[src/rtl/clk_divider_multi_if.sv]
// Divisor programming bus for clk_divider_multi.
// Carries the write strobe, target channel and value, and returns the reject pulse.
interface clk_divider_multi_if #(
   parameter int N_CH  = 4,
   parameter int CTR_W = 27
);
   localparam int SEL_W = (N_CH > 1) ? $clog2(N_CH) : 1;

   logic             div_wr;
   logic [SEL_W-1:0] div_sel;
   logic [CTR_W-1:0] div_value;
   logic             div_err;

   modport master (
      output div_wr, div_sel, div_value,
      input  div_err
   );

   modport slave (
      input  div_wr, div_sel, div_value,
      output div_err
   );
endinterface

[src/rtl/clk_divider_multi.sv]
// N-channel programmable clock divider / tick generator.
// Divisors change only at period boundaries, so no runt pulses.
module clk_divider_multi #(
   parameter int N_CH        = 4,
   parameter int CTR_W       = 27,
   parameter int DEFAULT_DIV = 100_000
) (
   input  logic                incoming_CLK100MHZ,
   input  logic                reset,
   input  logic [N_CH-1:0]     enable,
   input  logic                sync,
   clk_divider_multi_if.slave  cfg,
   output logic [N_CH-1:0]     outgoing_CLK,
   output logic [N_CH-1:0]     tick
);
   localparam int SEL_W = (N_CH > 1) ? $clog2(N_CH) : 1;
   localparam int SEL_N = 1 << SEL_W;
   localparam logic [CTR_W-1:0] DEF = CTR_W'(DEFAULT_DIV);

   logic [CTR_W-1:0] ctr_q  [N_CH];
   logic [CTR_W-1:0] act_q  [N_CH];
   logic [CTR_W-1:0] pend_q [N_CH];
   logic [CTR_W-1:0] ctr_d  [N_CH];
   logic [CTR_W-1:0] act_d  [N_CH];
   logic [CTR_W-1:0] pend_d [N_CH];
   logic [CTR_W-1:0] half   [N_CH];

   logic [SEL_N-1:0] sel_in_range;
   logic [N_CH-1:0]  wr_hit;
   logic [N_CH-1:0]  run;
   logic [N_CH-1:0]  last;
   logic [N_CH-1:0]  clk_d;
   logic [N_CH-1:0]  tick_d;
   logic             wr_ok;
   logic             wr_bad;
   logic             err_q;

   // Which select codes name a real channel (matters for non-power-of-two N_CH)
   always_comb begin
      for (int i = 0; i < SEL_N; i++) begin
         sel_in_range[i] = (i < N_CH);
      end
   end

   // Write validation: divisor of at least 2 and an existing channel
   always_comb begin
      wr_ok  = cfg.div_wr
               && sel_in_range[cfg.div_sel]
               && (cfg.div_value >= CTR_W'(2));
      wr_bad = cfg.div_wr && !wr_ok;
   end

   // Per-channel next state: sync, park, wrap or count; outputs from next count
   always_comb begin
      for (int k = 0; k < N_CH; k++) begin
         wr_hit[k] = wr_ok && (cfg.div_sel == SEL_W'(k));
         run[k]    = enable[k] || (ctr_q[k] != '0);
         last[k]   = (ctr_q[k] == act_q[k] - CTR_W'(1));
         pend_d[k] = wr_hit[k] ? cfg.div_value : pend_q[k];
         ctr_d[k]  = ctr_q[k];
         act_d[k]  = act_q[k];
         if (sync) begin
            ctr_d[k] = '0;
            act_d[k] = wr_hit[k] ? cfg.div_value : pend_q[k];
         end else if (!run[k]) begin
            act_d[k] = pend_q[k];
         end else if (last[k]) begin
            ctr_d[k] = '0;
            act_d[k] = pend_q[k];
         end else begin
            ctr_d[k] = ctr_q[k] + CTR_W'(1);
         end
         half[k]   = act_d[k] >> 1;
         clk_d[k]  = (ctr_d[k] >= half[k]);
         tick_d[k] = (ctr_d[k] == half[k]);
      end
   end

   // Channel state and registered outputs
   always_ff @(posedge incoming_CLK100MHZ or posedge reset) begin
      if (reset) begin
         for (int k = 0; k < N_CH; k++) begin
            ctr_q[k]  <= '0;
            act_q[k]  <= DEF;
            pend_q[k] <= DEF;
         end
         outgoing_CLK <= '0;
         tick         <= '0;
         err_q        <= 1'b0;
      end else begin
         for (int k = 0; k < N_CH; k++) begin
            ctr_q[k]  <= ctr_d[k];
            act_q[k]  <= act_d[k];
            pend_q[k] <= pend_d[k];
         end
         outgoing_CLK <= clk_d;
         tick         <= tick_d;
         err_q        <= wr_bad;
      end
   end

   assign cfg.div_err = err_q;
endmodule

[src/flat_wrapper.sv]
// flat-port wrapper written by rule: the top's interface ports become plain ports
module clk_divider_multi_flat 
#(
   parameter int N_CH        = 4,
   parameter int CTR_W       = 27,
   parameter int DEFAULT_DIV = 100_000
)
  (incoming_CLK100MHZ, reset, enable, sync, outgoing_CLK, tick, cfg_div_wr, cfg_div_sel, cfg_div_value, cfg_div_err);
  clk_divider_multi_if #(.N_CH(N_CH), .CTR_W(CTR_W)) cfg_i ();
  input  logic incoming_CLK100MHZ;
  input  logic reset;
  input  logic [N_CH-1:0] enable;
  input  logic sync;
  output logic [N_CH-1:0] outgoing_CLK;
  output logic [N_CH-1:0] tick;
  input wire logic [$bits(cfg_i.div_wr)-1:0] cfg_div_wr;
  input wire logic [$bits(cfg_i.div_sel)-1:0] cfg_div_sel;
  input wire logic [$bits(cfg_i.div_value)-1:0] cfg_div_value;
  output wire logic [$bits(cfg_i.div_err)-1:0] cfg_div_err;
  assign cfg_i.div_wr = cfg_div_wr;
  assign cfg_i.div_sel = cfg_div_sel;
  assign cfg_i.div_value = cfg_div_value;
  assign cfg_div_err = cfg_i.div_err;
  clk_divider_multi #(.N_CH(N_CH), .CTR_W(CTR_W), .DEFAULT_DIV(DEFAULT_DIV)) u_core (.incoming_CLK100MHZ(incoming_CLK100MHZ), .reset(reset), .enable(enable), .sync(sync), .cfg(cfg_i), .outgoing_CLK(outgoing_CLK), .tick(tick));
endmodule
[config.mk]
export PLATFORM = sky130hd
export DESIGN_NAME = clk_divider_multi_flat
export DESIGN_NICKNAME = d
export VERILOG_FILES = /design/src/rtl/clk_divider_multi_if.sv /design/src/rtl/clk_divider_multi.sv /design/src/flat_wrapper.sv
export SDC_FILE = /design/constraint.sdc
export NUM_CORES = 1
export LEC_CHECK = 0
export BUFFER_PORTS_ARGS = -buffer_cell sky130_fd_sc_hd__buf_4
export CAP_MARGIN = 20
export CELL_PAD_IN_SITES_DETAIL_PLACEMENT = 0
export CELL_PAD_IN_SITES_GLOBAL_PLACEMENT = 1
export CORE_ASPECT_RATIO = 0.7
export CORE_MARGIN = 5
export CORE_UTILIZATION = 51
export CTS_CLUSTER_DIAMETER = 200
export DETAILED_ROUTE_END_ITERATION = 10
export HOLD_SLACK_MARGIN = 0.12
export PLACE_DENSITY_LB_ADDON = 0.1
export SYNTH_ARGS = -nofsm -noshare
export SYNTH_HDL_FRONTEND = slang
export SYNTH_SLANG_ARGS = --single-unit
[constraint.sdc]
create_clock -name incoming_CLK100MHZ -period 13.4 [get_ports incoming_CLK100MHZ]
set_input_delay 2.01 -clock incoming_CLK100MHZ [delete_from_list [all_inputs] [get_ports incoming_CLK100MHZ]]
set_output_delay 2.01 -clock incoming_CLK100MHZ [all_outputs]
set_load 0.05 [all_outputs]
==> impl_metrics.tcl <==
set metrics [dict create \
    cp_max_fo 30 \
    io_pins 46 \
    setup_viol 0 \
    crit_start "u_core.act_q[83]" \
    crit_family "simple AND/OR/NAND/NOR gates" \
    whs_path_depth 1 \
    dieArea_um2 50600 \
    hold_path_end "u_core.pend_q[81]" \
    cts_setup_buffers 0 \
    syn_area_um2 23500 \
    synthMuxAreaShare 0.151 \
    synth-adder-area-share 0.0616 \
    synth_area_leaders "dfrtp_1, mux2_2, mux2i_1" \
    path_buf_inv 1 \
    post_drt_wl_per_cell_um 23.5 \
    rsz0062_at_grt "false" \
    synth_common_cells "dfrtp_1, mux2i_1, nor2_1" \
    final-instance-count-excl-fill 2984 \
    peakVddDrop_mv 0.0984 \
    yosysMostFrequentCell "dfrtp_1" \
    p_leak_nw 11.3 \
    cts_buffer_depth 3 \
    switching_share 0.360 \
    wirelength_mm 70.1 \
    grt.overflow.total 0 \
    row_count 65 \
    grt.total_usage 0.272 \
    synthSimpleGateAreaFrac 0.194 \
    design.core.area_um2 45400 \
    arrival_ns 6.95 \
    gp_congestion 0.926 \
    path_class "reg2reg" \
    hold_ws_ns 0.523 \
    total_power_mw 3.72 \
    grt_max_degree 157 \
    fillers 4051 \
    cts_sinks 333 \
    fin_crit_sh 0.484 \
    cts_buffers 38 \
    syn-num-nets 2539 \
    combPwrFrac 0.318 \
    synthCells 2386 \
    cts_resized 0 \
    initialDrtViolationCount 1651 \
    vias 18991 \
    critPathSlowestCell "a21o_1" \
    grt_pass1_vias 18494 \
    grt_pass1_wl_mm 109 \
    clk_latency_ns 0.55 \
    drive_gt1_frac 0.170 \
    synth_edf_count 0 \
    startpoint_type "flop" \
    min_from "u_core.pend_q[81]" \
    antenna_found_initial 2 \
    clock_skew_ns 0.0225 \
    yosys.area.top_type_share 0.303 \
    cts_hold_buffers 0 \
    clkPwrFrac 0.297 \
    portBuffers 45 \
    synth-main-ff-cell "dfrtp_1" \
    dieHeight_um 190 \
    first_pass_iters 5 \
    holdCritPathClass "reg2reg" \
    synth_xor_area_frac 0.0863 \
    min_period_ns 6.48 \
    ys_seq_area_frac 0.356 \
    h-tree-depth 2 \
    start_util 0.519 \
    drtAntennaViolNets 0 \
    end_kind "flop" \
    drc 0 \
    synth_largest_area_cell "dfrtp_1" \
    seqPwrFrac 0.386 \
    syn_area_per_cell_um2 9.87 \
    vias_per_cell 6.36 \
    slew_violations 0 \
    r2r-end "u_core.outgoing_CLK[0]" \
    final_hold_viol_count 0 \
    setup_tns_ns 0 \
    r2r_start "u_core.act_q[83]" \
    crit_chain "nor3_1, nand4_1, xnor2_1, or4b_1, or4_1, a2111oi_4, buf_4, a21o_1, nor2_1, ha_1, nand4_1, or3_1, or4_1, nand2_1, o41a_1, o211ai_1, nand3b_1" \
    critPathRequiredTime_ns 13.87 \
    r2r_setup_slack_ns 6.92 \
    p_int_mw 2.38 \
    status "completed" \
    ff2ff_path_depth 17 \
    ys_types 88 \
    tightest_slew_ns 0.994 \
    power_switching_mw 1.34 \
    cap_violations 0 \
    path_clk_slew_ns 0.06 \
    syn_to_final_growth_pct 8.42 \
    dp_hpwl_mm 50.3 \
    synth_compound_area_frac 0.108 \
    die_width_um 267 \
    dp.cells 2911 \
    nNetsFinal 2501 \
    relSlewSlack 0.337 \
    synth_top_family_by_area "simple AND/OR/NAND/NOR gates" \
    synth_seq_cells 333 \
    cts_tree "done" \
    synth_warnings 0 \
    fmax_mhz 154 \
    cts_root_buffer "clkbuf_16" \
    p_per_area_nw_per_um2 146 \
    critical-path-max-stage-delay_ns 0.77 \
    async_flop_share 1.00 \
]
worst max-delay path by stage:
stage                             end  slack [ns]  depth (start not counted)
2_1_floorplan         u_core.act_q[0]        2.24                          1
3_3_place_gp   u_core.outgoing_CLK[0]        6.82                         18
3_5_place_dp   u_core.outgoing_CLK[2]        6.77                         14
4_1_cts        u_core.outgoing_CLK[0]        7.00                         17
5_1_grt        u_core.outgoing_CLK[0]        6.60                         17
6_report       u_core.outgoing_CLK[0]        6.92                         17
through the flow:
step | cell area [um2] | setup slack [ns] | utilization
floorplan | 23500 | 2.24 | -
global placement | 24200 | 6.82 | 0.534
detailed placement | 24200 | 6.77 | 0.534
CTS | 25500 | 7.00 | 0.562
global route | 25500 | 6.60 | 0.562
finish | 25500 | 6.92 | 0.563
cell families after synthesis:
| kind of cell | count (synthesis) |
|---|---|
| AOI/OAI and AO/OA | 321 |
| xor gates and xnor gates | 232 |
| adders and majority gates | 116 |
| buffers and inverters | 237 |
| DFF | 333 |
| muxes | 324 |
| and+or+nand+nor | 823 |
metal layers:
| metal | track usage | share of wire |
|---|---|---|
| met1 | 0.432 | 0.50 |
| met4 | 0.0707 | 0.026 |
| met3 | 0.0522 | 0.075 |
| met2 | 0.377 | 0.40 |
| met5 | 0 | 0 |
worst reg2reg max path, stage by stage (launching register included):
cell       delay [ns]
dfrtp_1          0.45
nor3_1           0.75
nand4_1          0.22
xnor2_1          0.18
or4b_1           0.50
or4_1            0.58
a2111oi_4        0.34
buf_4            0.48
a21o_1           0.79
nor2_1           0.19
ha_1             0.35
nand4_1          0.13
or3_1            0.46
or4_1            0.58
nand2_1          0.09
o41a_1           0.14
o211ai_1         0.08
nand3b_1         0.09
registers in the layout (all words and copies together) (netlist names):
name and cells:
u_core.act_q 108, u_core.cfg.div_err 1, u_core.ctr_q 108, u_core.outgoing_CLK 4, u_core.pend_q 108, u_core.tick 4
area by class of cell:
class,count,area [um2],share of cell area
multi-input combinational,1816,14200,0.556
sequential,333,8390,0.329
clock buffer,54,1150,0.0452
tap,603,754,0.0296
timing repair buffer,65,504,0.0198
inverter,94,365,0.0143
clock inverter,16,155,0.00608
antenna,3,7.51,0.000294
power by group through the flow:
| stage | registers [mW] | logic [mW] | clock network [mW] |
|---|---|---|---|
| after global placement | 1.43 | 1.14 | 0 |
| after detailed placement | 1.44 | 1.16 | 0 |
| after floorplan | 1.33 | 0.933 | 0 |
| after CTS | 1.43 | 1.17 | 1.12 |
| final | 1.43 | 1.18 | 1.10 |
| after global routing | 1.46 | 1.30 | 1.17 |
placed cells by master, fill, tap and decap left out, types with 13 or more instances in the layout:
cell type    n
a21o_1      28
a21oi_1     44
a221o_1     30
a221o_2     20
a221oi_1    52
a31oi_1     14
and3_1      76
buf_4       63
clkbuf_16   41
clkinv_2    13
dfrtp_1    285
dfstp_2     48
ha_1       116
inv_1       92
mux2_2     142
mux2_4      25
mux2i_1    156
nand2_1     84
nand2b_1    17
nand3_1     68
nand4_1     50
nor2_1     142
nor2b_1     69
nor3_1     119
nor4_1      64
o21ai_0     27
or3_1       21
or4_1       26
xnor2_1    135
xor2_1      97
No activity file was read; power rests on OpenSTA's default activity.
